==> src/rtl/pc_fetch_control.sv <==
// pc_fetch_control: PC sequencing and fetch control ahead of instruction memory.
// Define PC_CYCLE_COUNT_EN to build the saturating executed-cycle counter.
module pc_fetch_control #(
    parameter int unsigned      NBITS    = 32,
    parameter logic [NBITS-1:0] PC_RESET = '0,
    parameter logic [NBITS-1:0] PC_INC   = 4,
    parameter logic [NBITS-1:0] PC_LIMIT = 60
) (
    input  logic             i_clk,
    input  logic             i_reset_n,
    input  logic             i_start,
    input  logic             i_mode_step,
    input  logic             i_step,
    input  logic             i_stall,
    input  logic             i_branch_taken,
    input  logic [NBITS-1:0] i_branch_target,
    input  logic             i_jump,
    input  logic [NBITS-1:0] i_jump_target,
    input  logic             i_halt,
    output logic [NBITS-1:0] o_PC,
    output logic [NBITS-1:0] o_PC_plus4,
    output logic             o_fetch_valid,
    output logic             o_flush,
    output logic             o_halted,
    output logic [31:0]      o_cycle_count
);
    typedef enum logic [1:0] {IDLE, RUN, STEP_WAIT, HALTED} state_t;
    state_t           r_state, w_state_next;
    logic [NBITS-1:0] r_pc, r_pc_plus4, w_pc_next, w_target;
    logic             r_flush, r_fetch_valid, r_halted;
    logic             w_flush_next, w_fetch_valid_next;
    logic             w_advance, w_hold, w_redirect, w_illegal;

    // A branch is older than the stalled instruction, so it overrides the stall.
    assign w_advance  = (r_state == RUN) || (r_state == STEP_WAIT && i_step);
    assign w_hold     = i_stall && !i_branch_taken;
    assign w_redirect = i_branch_taken || (!i_stall && i_jump);
    assign w_target   = i_branch_taken ? i_branch_target :
                        w_hold         ? r_pc :
                        i_jump         ? i_jump_target : r_pc + PC_INC;
    assign w_illegal  = (w_target >= PC_LIMIT) || ((w_target % PC_INC) != '0);

    always_ff @(posedge i_clk or negedge i_reset_n) begin
        if (!i_reset_n) r_state <= IDLE;
        else            r_state <= w_state_next;
    end

    always_comb begin
        w_state_next = (r_state == IDLE && i_start) ? (i_mode_step ? STEP_WAIT : RUN) :
                       (w_advance && (i_halt || w_illegal)) ? HALTED : r_state;
    end

    always_comb begin
        w_pc_next          = (w_advance && !i_halt && !w_illegal) ? w_target : r_pc;
        w_flush_next       = w_advance && (i_halt || w_redirect);
        w_fetch_valid_next = (r_state == IDLE) ? (i_start && !i_mode_step) :
                             (w_advance && !i_halt && !w_illegal && !w_hold);
    end

    always_ff @(posedge i_clk or negedge i_reset_n) begin
        if (!i_reset_n) begin
            r_pc          <= PC_RESET;
            r_pc_plus4    <= PC_RESET + PC_INC;
            r_flush       <= 1'b0;
            r_fetch_valid <= 1'b0;
            r_halted      <= 1'b0;
        end else begin
            r_pc          <= w_pc_next;
            r_pc_plus4    <= w_pc_next + PC_INC;
            r_flush       <= w_flush_next;
            r_fetch_valid <= w_fetch_valid_next;
            r_halted      <= (w_state_next == HALTED);
        end
    end

    assign o_PC          = r_pc;
    assign o_PC_plus4    = r_pc_plus4;
    assign o_flush       = r_flush;
    assign o_fetch_valid = r_fetch_valid;
    assign o_halted      = r_halted;

`ifdef PC_CYCLE_COUNT_EN
    logic [31:0] r_cycle_count;
    always_ff @(posedge i_clk or negedge i_reset_n) begin
        if (!i_reset_n)                           r_cycle_count <= '0;
        else if (w_advance && r_cycle_count != '1) r_cycle_count <= r_cycle_count + 32'd1;
    end
    assign o_cycle_count = r_cycle_count;
`else
    assign o_cycle_count = '0;
`endif
endmodule

==> config.mk <==
export PLATFORM = sky130hd
export DESIGN_NAME = pc_fetch_control
export DESIGN_NICKNAME = d
export VERILOG_FILES = /design/src/rtl/pc_fetch_control.sv
export SDC_FILE = /design/constraint.sdc
export NUM_CORES = 1
export LEC_CHECK = 0
export BUFFER_PORTS_ARGS = -buffer_cell sky130_fd_sc_hd__buf_2
export CAP_MARGIN = 0
export CORE_UTILIZATION = 30
export DETAILED_ROUTE_END_ITERATION = 7
export GPL_ROUTABILITY_DRIVEN = 0
export PLACE_DENSITY_LB_ADDON = 0.3
export SLEW_MARGIN = 20
export SYNTH_ARGS = -nofsm -noshare
export SYNTH_HDL_FRONTEND = slang
export SYNTH_SLANG_ARGS = --single-unit
==> constraint.sdc <==
create_clock -name i_clk -period 3.5 [get_ports i_clk]
set_input_delay 0.35 -clock i_clk [delete_from_list [all_inputs] [get_ports i_clk]]
set_output_delay 0.35 -clock i_clk [all_outputs]
set_load 0.05 [all_outputs]
-- After elaboration in Yosys (flattened, before gate mapping)
Cells that the tools add are included.
- flip-flop bits (word level): 69
- output and inout port bits: 99
- add/sub/neg operators: 2
- equal/unequal tests: 3
- reductions and logical operators: 23
- multiplexer cells: 8
- $lt $le $gt $ge: 1
- operator list (kind ; number):
    32-bit 2-to-1 mux ; 4
    32-bit by 3-bit adder with 32-bit output (second input constant) ; 2
    32-bit by 6-bit >= comparator with 1-bit output (second input constant) ; 1
    32-bit nonzero test ; 1
    1-bit logical AND ; 10
    1-bit logical NOT ; 6
    2-bit 2-to-1 mux ; 3
    1-bit logical OR ; 5
    2-bit == test (second input constant) ; 2
    2-bit by 1-bit == test with 1-bit output (second input constant) ; 1
    2-bit logical NOT ; 1
    1-bit 2-to-1 mux ; 1

-- Depth between registers and ports, before layout
Gate-level depths: netlist (run 1).
- depth after elaboration: 11
- gate-level depth with buffers: 13
- gate-level depth less buffers: 9

-- Least setup slack after synthesis (run 1)
Ideal clock, no wire load.
- path type: register -> register
- start: reg r_pc[11], in the netlist o_PC[11]
- end: reg r_pc[3], in the netlist o_PC[3]
- cell stages (with the launch flop): 13
- setup slack: -0.766 ns
- buffers on the path: 4
- required time: 3.375 ns
- arrival: 4.141 ns
- cells stage by stage: dfrtp_1 buf_2 nand4_4 or3_1 buf_2 nor4_1 mux2_2 a221o_1 a2111o_1 or4_1 buf_2 buf_6 mux2_4
- word-level cells in the longest chain between the ends: 9
- ends and longest elaborated chain (element ; line ; text):
    start, declared ; 29 ; logic [NBITS-1:0] r_pc, r_pc_plus4, w_pc_next, w_target;
    start signal, assigned ; 68 ; r_pc <= w_pc_next;
    32-bit by 3-bit adder with 32-bit output ; 40 ; i_jump ? i_jump_target : r_pc + PC_INC;
    32-bit 2-to-1 mux ; 40 ;
    32-bit 2-to-1 mux * ; 39 ; w_hold ? r_pc :
    32-bit 2-to-1 mux * ; 38 ; assign w_target = i_branch_taken ? i_branch_target :
    32-bit by 6-bit >= comparator with 1-bit output * ; 41 ; assign w_illegal = (w_target >= PC_LIMIT) || ((w_target % PC_INC) != '0);
    1-bit logical OR * ; 41 ;
    1-bit logical NOT * ; 54 ; w_pc_next = (w_advance && !i_halt && !w_illegal) ? w_target : r_pc;
    1-bit logical AND * ; 54 ;
    32-bit 2-to-1 mux * ; 54 ;
    named net w_pc_next[3] ; 29 ;
The timed path passes the listed nets; every way through them passes the cells marked *.

-- Worst setup path after layout (run 1)
- start: reg r_pc[5], in the netlist o_PC[5]
- end: reg r_pc[3], in the netlist o_PC[3]
Same word-level chain as after synthesis.

==> out/metrics.csv, run 1 <==
metric,value,unit
outcome,finished with violations,
failing checks,design-rule violations,
final core utilization,41.3,%
grt ovf,0,
CP cell instances,and4_1 -> nand2_1 -> nor4_4 -> mux2_4 -> a221o_1 -> a2111o_1 -> or4_4 -> buf_12 -> mux2_4,
Setup Buffers After CTS,0,
Initial Util,31.0,%
HP Class,in2async,
CTS Buf Count,9,
detailed router's first-iteration violation count,414,
Final setup viols,0,
CP max stage delay,570,ps
RSZ-0062 raised after global routing,no,
post-synthesis sequential area ratio,36.8,%
clock slew at reported path FFs,60,ps
vias in the first global route,4700,
Worst-Margin Slew,685,ps
DIE HEIGHT,125,um
Multi-input gate area,2560,sq um
met1 wire length,7420,um
CP arrival,3540,ps
met3 WL,1580,um
"top cells by count, synth","dfrtp_1 (66), nor2_1 (54), nand2_1 (35), buf_4 (34)",
core area,14700,sq um
# Max-Cap Violations,0,
Reg-to-Reg Start,o_PC[5],
"Design Area, Final",6070,sq um
I/O Buffers,139,
R2R Setup Slk,180,ps
total wire length,16700,um
skew final,8.11,ps
Detail Route Antenna Nets,0,
crit path max fanout,17,
HPWL Detailed,12700,um
synth top area cells,"dfrtp_1 (36%), buf_4 (5.6%), nor2_1 (4.4%)",
die area,15700,sq um
P_leak,2.95,nW
reg2reg path depth,9,
post-synth design cell area,4560,sq um
Max Freq,302,MHz
Most Frequent Cell on Critical Path,mux2_4,
met2 wire len,7340,um
post-cts hold buffer count,0,
P&R area growth vs syn,33.0,%
DR WL/cell,18.7,um
top_reg_cell synth,dfrtp_1,
max-slew violation count,0,
Pwr Density,311,nW/um^2
final period utilization,94.8,%
Worst VDD drop,0.000206,V
CP Class,reg2reg,
"Async S/R FF share, synth",100,%
Synth Area per Inst,8.59,sq um
CTS root buffer,clkbuf_16,
Chip Width,125,um
initial antenna violation count,0,
IO Pins,172,
CTS tree,done,
vias post-DR,4832,
filler instances,1497,
Hold WS,55.9,ps
clk buf depth,2,
relative max-transition margin,54.2,%
fin nets,780,
TNS Setup,0,ps
top cell type's share of synthesized area,36.2,%
largest area contributor in the netlist,dfrtp_1,
DRC Markers,9,
"delay-heaviest family, CP",simple AND/OR/NAND/NOR gates,
WP buf/inv,1,
"EDFF count, synth",0,
GRT Total Usage,21.4,%
Yosys reg bits,67,
yosys warns,0,
startpoint types,register,
first-pass GRT wire length,25800,um
hold violation count in the final report,0,
Crit. End Element,register,
clock sinks,67,
vias per cell,5.40,
Final min period,3320,ps
worst skew pair latency,330,ps
largest net degree at the start of global routing,51,
Synth cell types,67,
post-placement cell area,5780,sq um
Cells after Synth,531,
Highest Signal Layer,met4,
share of layout cells above drive strength 1,37.1,%
flip-flop and latch area,1700,sq um
crit path max-delay cell type,or4_4,
H-tree levels,3,
first-pass detailed-route iteration total,8,
Ant. Diodes,0,
data required time of the critical path,3720,ps
Reg2Reg Capture Point,o_PC[3],
row count,44,
top-count cell post-synth,dfrtp_1,
-- cell families (layout without fill, tap and decap cells) --
family / Yosys count / in the layout / synth area share, %
AOI/OAI and AO/OA: 106 / 106 / 15.8
buffers and inverters: 88 / 237 / 10.6
DFF: 67 / 67 / 36.8
adders and majority gates: 1 / 1 / 0.274
xor gates and xnor gates: 27 / 27 / 5.18
other: 1 / 32 / 0.0822
muxes: 19 / 19 / 4.50
and+or+nand+nor: 222 / 222 / 26.8
-- metrics by stage --
stage / instances / total power [mW] / setup slack (ps)
finish: 895 / 1.89 / 183
global route: 895 / 1.95 / 50.3
CTS: 895 / 1.89 / 62.8
detailed placement: 879 / 1.05 / 76.0
global placement: 879 / 1.05 / 140
floorplan: 562 / 0.968 / -303
-- placed cells by master (no fill, tap or decap), types with 6 or more instances in the layout --
master / synthesis / final
or3_1: 10 / 9
o21ai_0: 26 / 26
and2_1: 24 / 24
buf_4: 34 / 68
dfrtp_1: 66 / 51
nor3_1: 15 / 14
clkbuf_16: 0 / 9
mux2i_1: 10 / 10
a21oi_1: 18 / 18
nand2_1: 35 / 35
conb_1: 1 / 32
xor2_1: 10 / 10
nand2b_1: 7 / 7
a211oi_1: 6 / 6
xnor2_1: 17 / 17
nand4_1: 12 / 12
buf_2: 12 / 138
nor2_1: 54 / 54
inv_1: 12 / 12
dfrtp_2: 0 / 15
nand3_1: 15 / 15
nor4_1: 15 / 13
and4_1: 8 / 8
mux2_2: 8 / 7
-- how the worst max path moves through the flow --
stage / from / end / cells after the start
CTS: o_PC[8] / o_PC[3] / 9
detailed placement: o_PC[8] / o_PC[3] / 9
finish: o_PC[5] / o_PC[3] / 9
floorplan: o_PC[12] / o_PC[3] / 12
global route: o_PC[2] / o_PC[3] / 11
global placement: o_PC[8] / o_PC[3] / 9
-- state kept, by name, summed over array words and instances (netlist names) --
name,flops
r_state,2
o_PC,32
o_fetch_valid,1
o_halted,1
o_flush,1
o_PC_plus4,30
-- layer usage --
| metal | global-route usage [%] | vias up |
|---|---|---|
| met5 | 0 | - |
| met4 | 8.03 | 0 |
| li1 | - | 2190 |
| met3 | 4.32 | 27 |
| met1 | 29.9 | 2312 |
| met2 | 32.5 | 303 |
-- power breakdown --
part / switching (mW) / internal (mW)
combinational: 0.185 / 0.0797
sequential: 0.00000288 / 0.775
clock: 0.350 / 0.495
-- worst reg2reg max path, cell delays in order, from the launching register on --
cell and delay (ps):
dfrtp_2 400, and4_1 260, nand2_1 150, nor4_4 340, mux2_4 330, a221o_1 290
a2111o_1 390, or4_4 570, buf_12 170, mux2_4 300
-- layout make-up --
cell class              count  share of cell area (%)
clock buffers              11                    4.00
clock inverters             5                   0.495
well taps                 184                    3.79
repair buffers            209                    20.8
multi-input cells         407                    42.2
flip-flops and latches     67                    28.0
inverters                  12                   0.742
-- timing repair --
action                     in CTS  in global routing
hold endpoints to repair        0                  0
setup endpoints to repair       0                 22
gates resized for setup         0                  4
No activity file was read; power rests on OpenSTA's default activity.
==> run 2, diff against run 1 <==
Settings changed: ABC_AREA set to 1.
==> run 2 against run 1 <==
Compared with the run above:
- the run ends with negative hold slack left
- register-to-register slack barely moved
- clock power is 5.8% higher
- synthesized cell count increased by 65%
- flip-flop and latch count stayed put
- core utilization is 2.6 points lower
- maximum frequency is 0.39% higher
- die area grew 21%
- clock-buffer cell count increased by 2
- sequential share of layout area shrank 3.8 points
- critical path depth grew 12
==> out/metrics.csv, run 2 <==
metric,value,unit,change
outcome,finished with violations,,unchanged
failing checks,negative hold slack,,was design-rule violations
R2R Setup Slk,200,ps,was 180 ps
H-tree levels,3,,unchanged
yosys warns,0,,unchanged
# Max-Cap Violations,0,,unchanged
"Async S/R FF share, synth",100,%,unchanged
Tot Pwr,1.95,mW,was 1.89 mW
vias post-DR,5999,,was 4832
crit path max fanout,10,,was 17
P&R area growth vs syn,25.7,%,was 33.0%
first-pass GRT wire length,30000,um,was 25800 um
post-cts hold buffer count,0,,unchanged
post-synthesis sequential area ratio,30.2,%,was 36.8%
DR WL/cell,15.1,um,was 18.7 um
"commonest non-fill, non-tap cell in the layout",nand2_1,,was buf_2
top_reg_cell synth,dfrtp_1,,unchanged
Crit. End Element,register,,unchanged
Multi-input gate area,3250,sq um,was 2560 sq um
filler instances,1968,,was 1497
vias in the first global route,5657,,was 4700
final core utilization,38.7,%,was 41.3%
HPWL Detailed,15100,um,was 12700 um
Worst-Margin Slew,632,ps,was 685 ps
top cell type's share of synthesized area,29.8,%,was 36.2%
I/O Buffers,139,,unchanged
Synth Area per Inst,6.32,sq um,was 8.59 sq um
clock slew at reported path FFs,60,ps,about the same
share of layout cells above drive strength 1,28.4,%,was 37.1%
"Design Area, Final",6980,sq um,was 6070 sq um
post-synth design cell area,5550,sq um,was 4560 sq um
vias per cell,4.71,,was 5.40
Chip Width,138,um,was 125 um
CTS Buf Count,9,,unchanged
Pwr Density,279,nW/um^2,was 311 nW/um^2
IO Pins,172,,unchanged
Yosys reg bits,67,,unchanged
Cells after Synth,878,,was 531
detailed router's first-iteration violation count,467,,was 414
final period utilization,94.4,%,was 94.8%
"EDFF count, synth",0,,unchanged
fin nets,1113,,was 780
Max Freq,303,MHz,was 302 MHz
die area,19000,sq um,was 15700 sq um
row count,49,,was 44
data required time of the critical path,3770,ps,was 3720 ps
Final Non-Filler Cells,1273,,was 895
skew final,7.88,ps,was 8.11 ps
Hold WS,-7.31,ps,was 55.9 ps
"top cells by count, synth","nand2_1 (281), nor2_1 (95), inv_1 (91), nand3_1 (87), dfrtp_1 (66)",,"was dfrtp_1 (66), nor2_1 (54), nand2_1 (35), buf_4 (34)"
Initial Util,30.8,%,was 31.0%
most frequent cells in the layout,"nand2_1 (277), buf_2 (139), inv_1 (91), nor2_1 (91), nand3_1 (87)",,"was buf_2 (138), buf_4 (68), nor2_1 (54)"
Detail Route Antenna Nets,0,,unchanged
worst skew pair latency,340,ps,was 330 ps
DP Cell Count,1243,,was 879
startpoint types,register,,unchanged
synth top area cells,"dfrtp_1 (30%), nand2_1 (19%), nand3_1 (7.8%)",,"was dfrtp_1 (36%), buf_4 (5.6%), nor2_1 (4.4%)"
flip-flop and latch area,1690,sq um,was 1700 sq um
Ant. Diodes,0,,unchanged
Synth cell types,46,,was 67
CP Class,reg2reg,,unchanged
grt ovf,0,,unchanged
largest area contributor in the netlist,dfrtp_1,,unchanged
P_leak,3.78,nW,was 2.95 nW
HP Class,in2async,,unchanged
initial antenna violation count,0,,unchanged
largest net degree at the start of global routing,46,,was 51
final worst slack,196,ps,was 183 ps
"worst slack, placed",-20.1,ps,was 76.0 ps
clk buf depth,2,,unchanged
Worst VDD drop,0.000216,V,was 0.000206 V
Final setup viols,0,,unchanged
max FFs per register,32,,unchanged
TNS Setup,0,ps,unchanged
relative max-transition margin,57.8,%,was 54.2%
CP arrival,3570,ps,was 3540 ps
post-placement cell area,6480,sq um,was 5780 sq um
GRT Total Usage,20.1,%,was 21.4%
clock sinks,67,,unchanged
hold violation count in the final report,5,,was 0
DIE HEIGHT,138,um,was 125 um
CTS tree,done,,unchanged
first-pass detailed-route iteration total,6,,was 8
total wire length,19200,um,was 16700 um
max-slew violation count,0,,unchanged
core area,18000,sq um,was 14700 sq um
Final min period,3300,ps,was 3320 ps
top-count cell post-synth,nand2_1,,was dfrtp_1
DRC Markers,0,,was 9
CTS root buffer,clkbuf_16,,unchanged
[run 2: cell types whose count changed in the layout (fill, tap and decap cells not counted), sizes merged, moves of 10 or more]
cell / previous run / this run
a21oi: 18 / 47
and2: 24 / 1
buf: 209 / 187
inv: 12 / 99
mux2i: 10 / 0
nand2: 35 / 297
nand3: 15 / 95
nor2: 54 / 121
nor3: 16 / 4
nor4: 17 / 0
or3: 10 / 0
xnor2: 17 / 0
[run 2: final timing paths]
check / start / end / depth (start not counted)
min in group i_clk: i_halt / o_flush / 2
max reg2reg: o_PC[4] / o_PC_plus4[15] / 21
max in group asynchronous: i_reset_n / o_PC[11] / 2
max: o_PC[4] / o_PC_plus4[15] / 21
min reg2reg: r_state[0] / r_state[0] / 2
min: i_reset_n / o_PC_plus4[22] / 1
[run 2: critical path, stage by stage, from the launching register on]
cell and delay [ps]:
dfrtp_2 510, nand2_2 110, nor2_4 190, nand2_1 140, nor2_4 180, nand3_1 90
nand3_1 90, nand2_1 50, nand2_1 50, nand2_1 50, nor2_1 240, nand2_1 180
nor2_4 230, nand3_2 180, buf_4 220, nand2_2 60, nand2_2 80, nor2_4 130
nand3_2 90, nor2_2 170, nor2_1 70, nor2_1 90
[run 2: logic make-up (layout without fill, tap and decap cells)]
| family | after synthesis | in the layout | share of synthesized area [%] |
|---|---|---|---|
| xor gates and xnor gates | 5 | 5 | 0.789 |
| AOI/OAI and AO/OA | 86 | 86 | 8.57 |
| and+or+nand+nor | 548 | 550 | 45.2 |
| adders and majority gates | 1 | 1 | 0.225 |
| other | 1 | 32 | 0.0676 |
| DFF | 67 | 67 | 30.2 |
| buffers and inverters | 170 | 303 | 14.9 |
[run 2: where the power goes]
part	switching [mW]	internal, mW
sequential	0.000000000815	0.775
clock	0.340	0.555
combinational	0.199	0.0800
[run 2: repair_timing]
action / in CTS / in global routing
pin swaps: 0 / 13
setup buffers: 0 / 12
hold endpoints to repair: 0 / 0
setup endpoints to repair: 3 / 33
cloned: 0 / 2
gates resized for setup: 1 / 26
[run 2: per-layer routing]
layer | track usage [%] | share of wire (%)
met1 | 26.7 | 45
met2 | 32.3 | 46
met3 | 4.02 | 5.8
met4 | 7.23 | 2.5
met5 | 0 | 0
[run 2: cell type report]
cell class	instances	share of cell area, %
Clock inverter	3	0.287
Inverter	100	5.42
Tap cell	229	4.11
Sequential cell	67	24.2
Multi-Input combinational cell	674	46.6
Timing Repair Buffer	187	15.4
Clock buffer	13	4.02
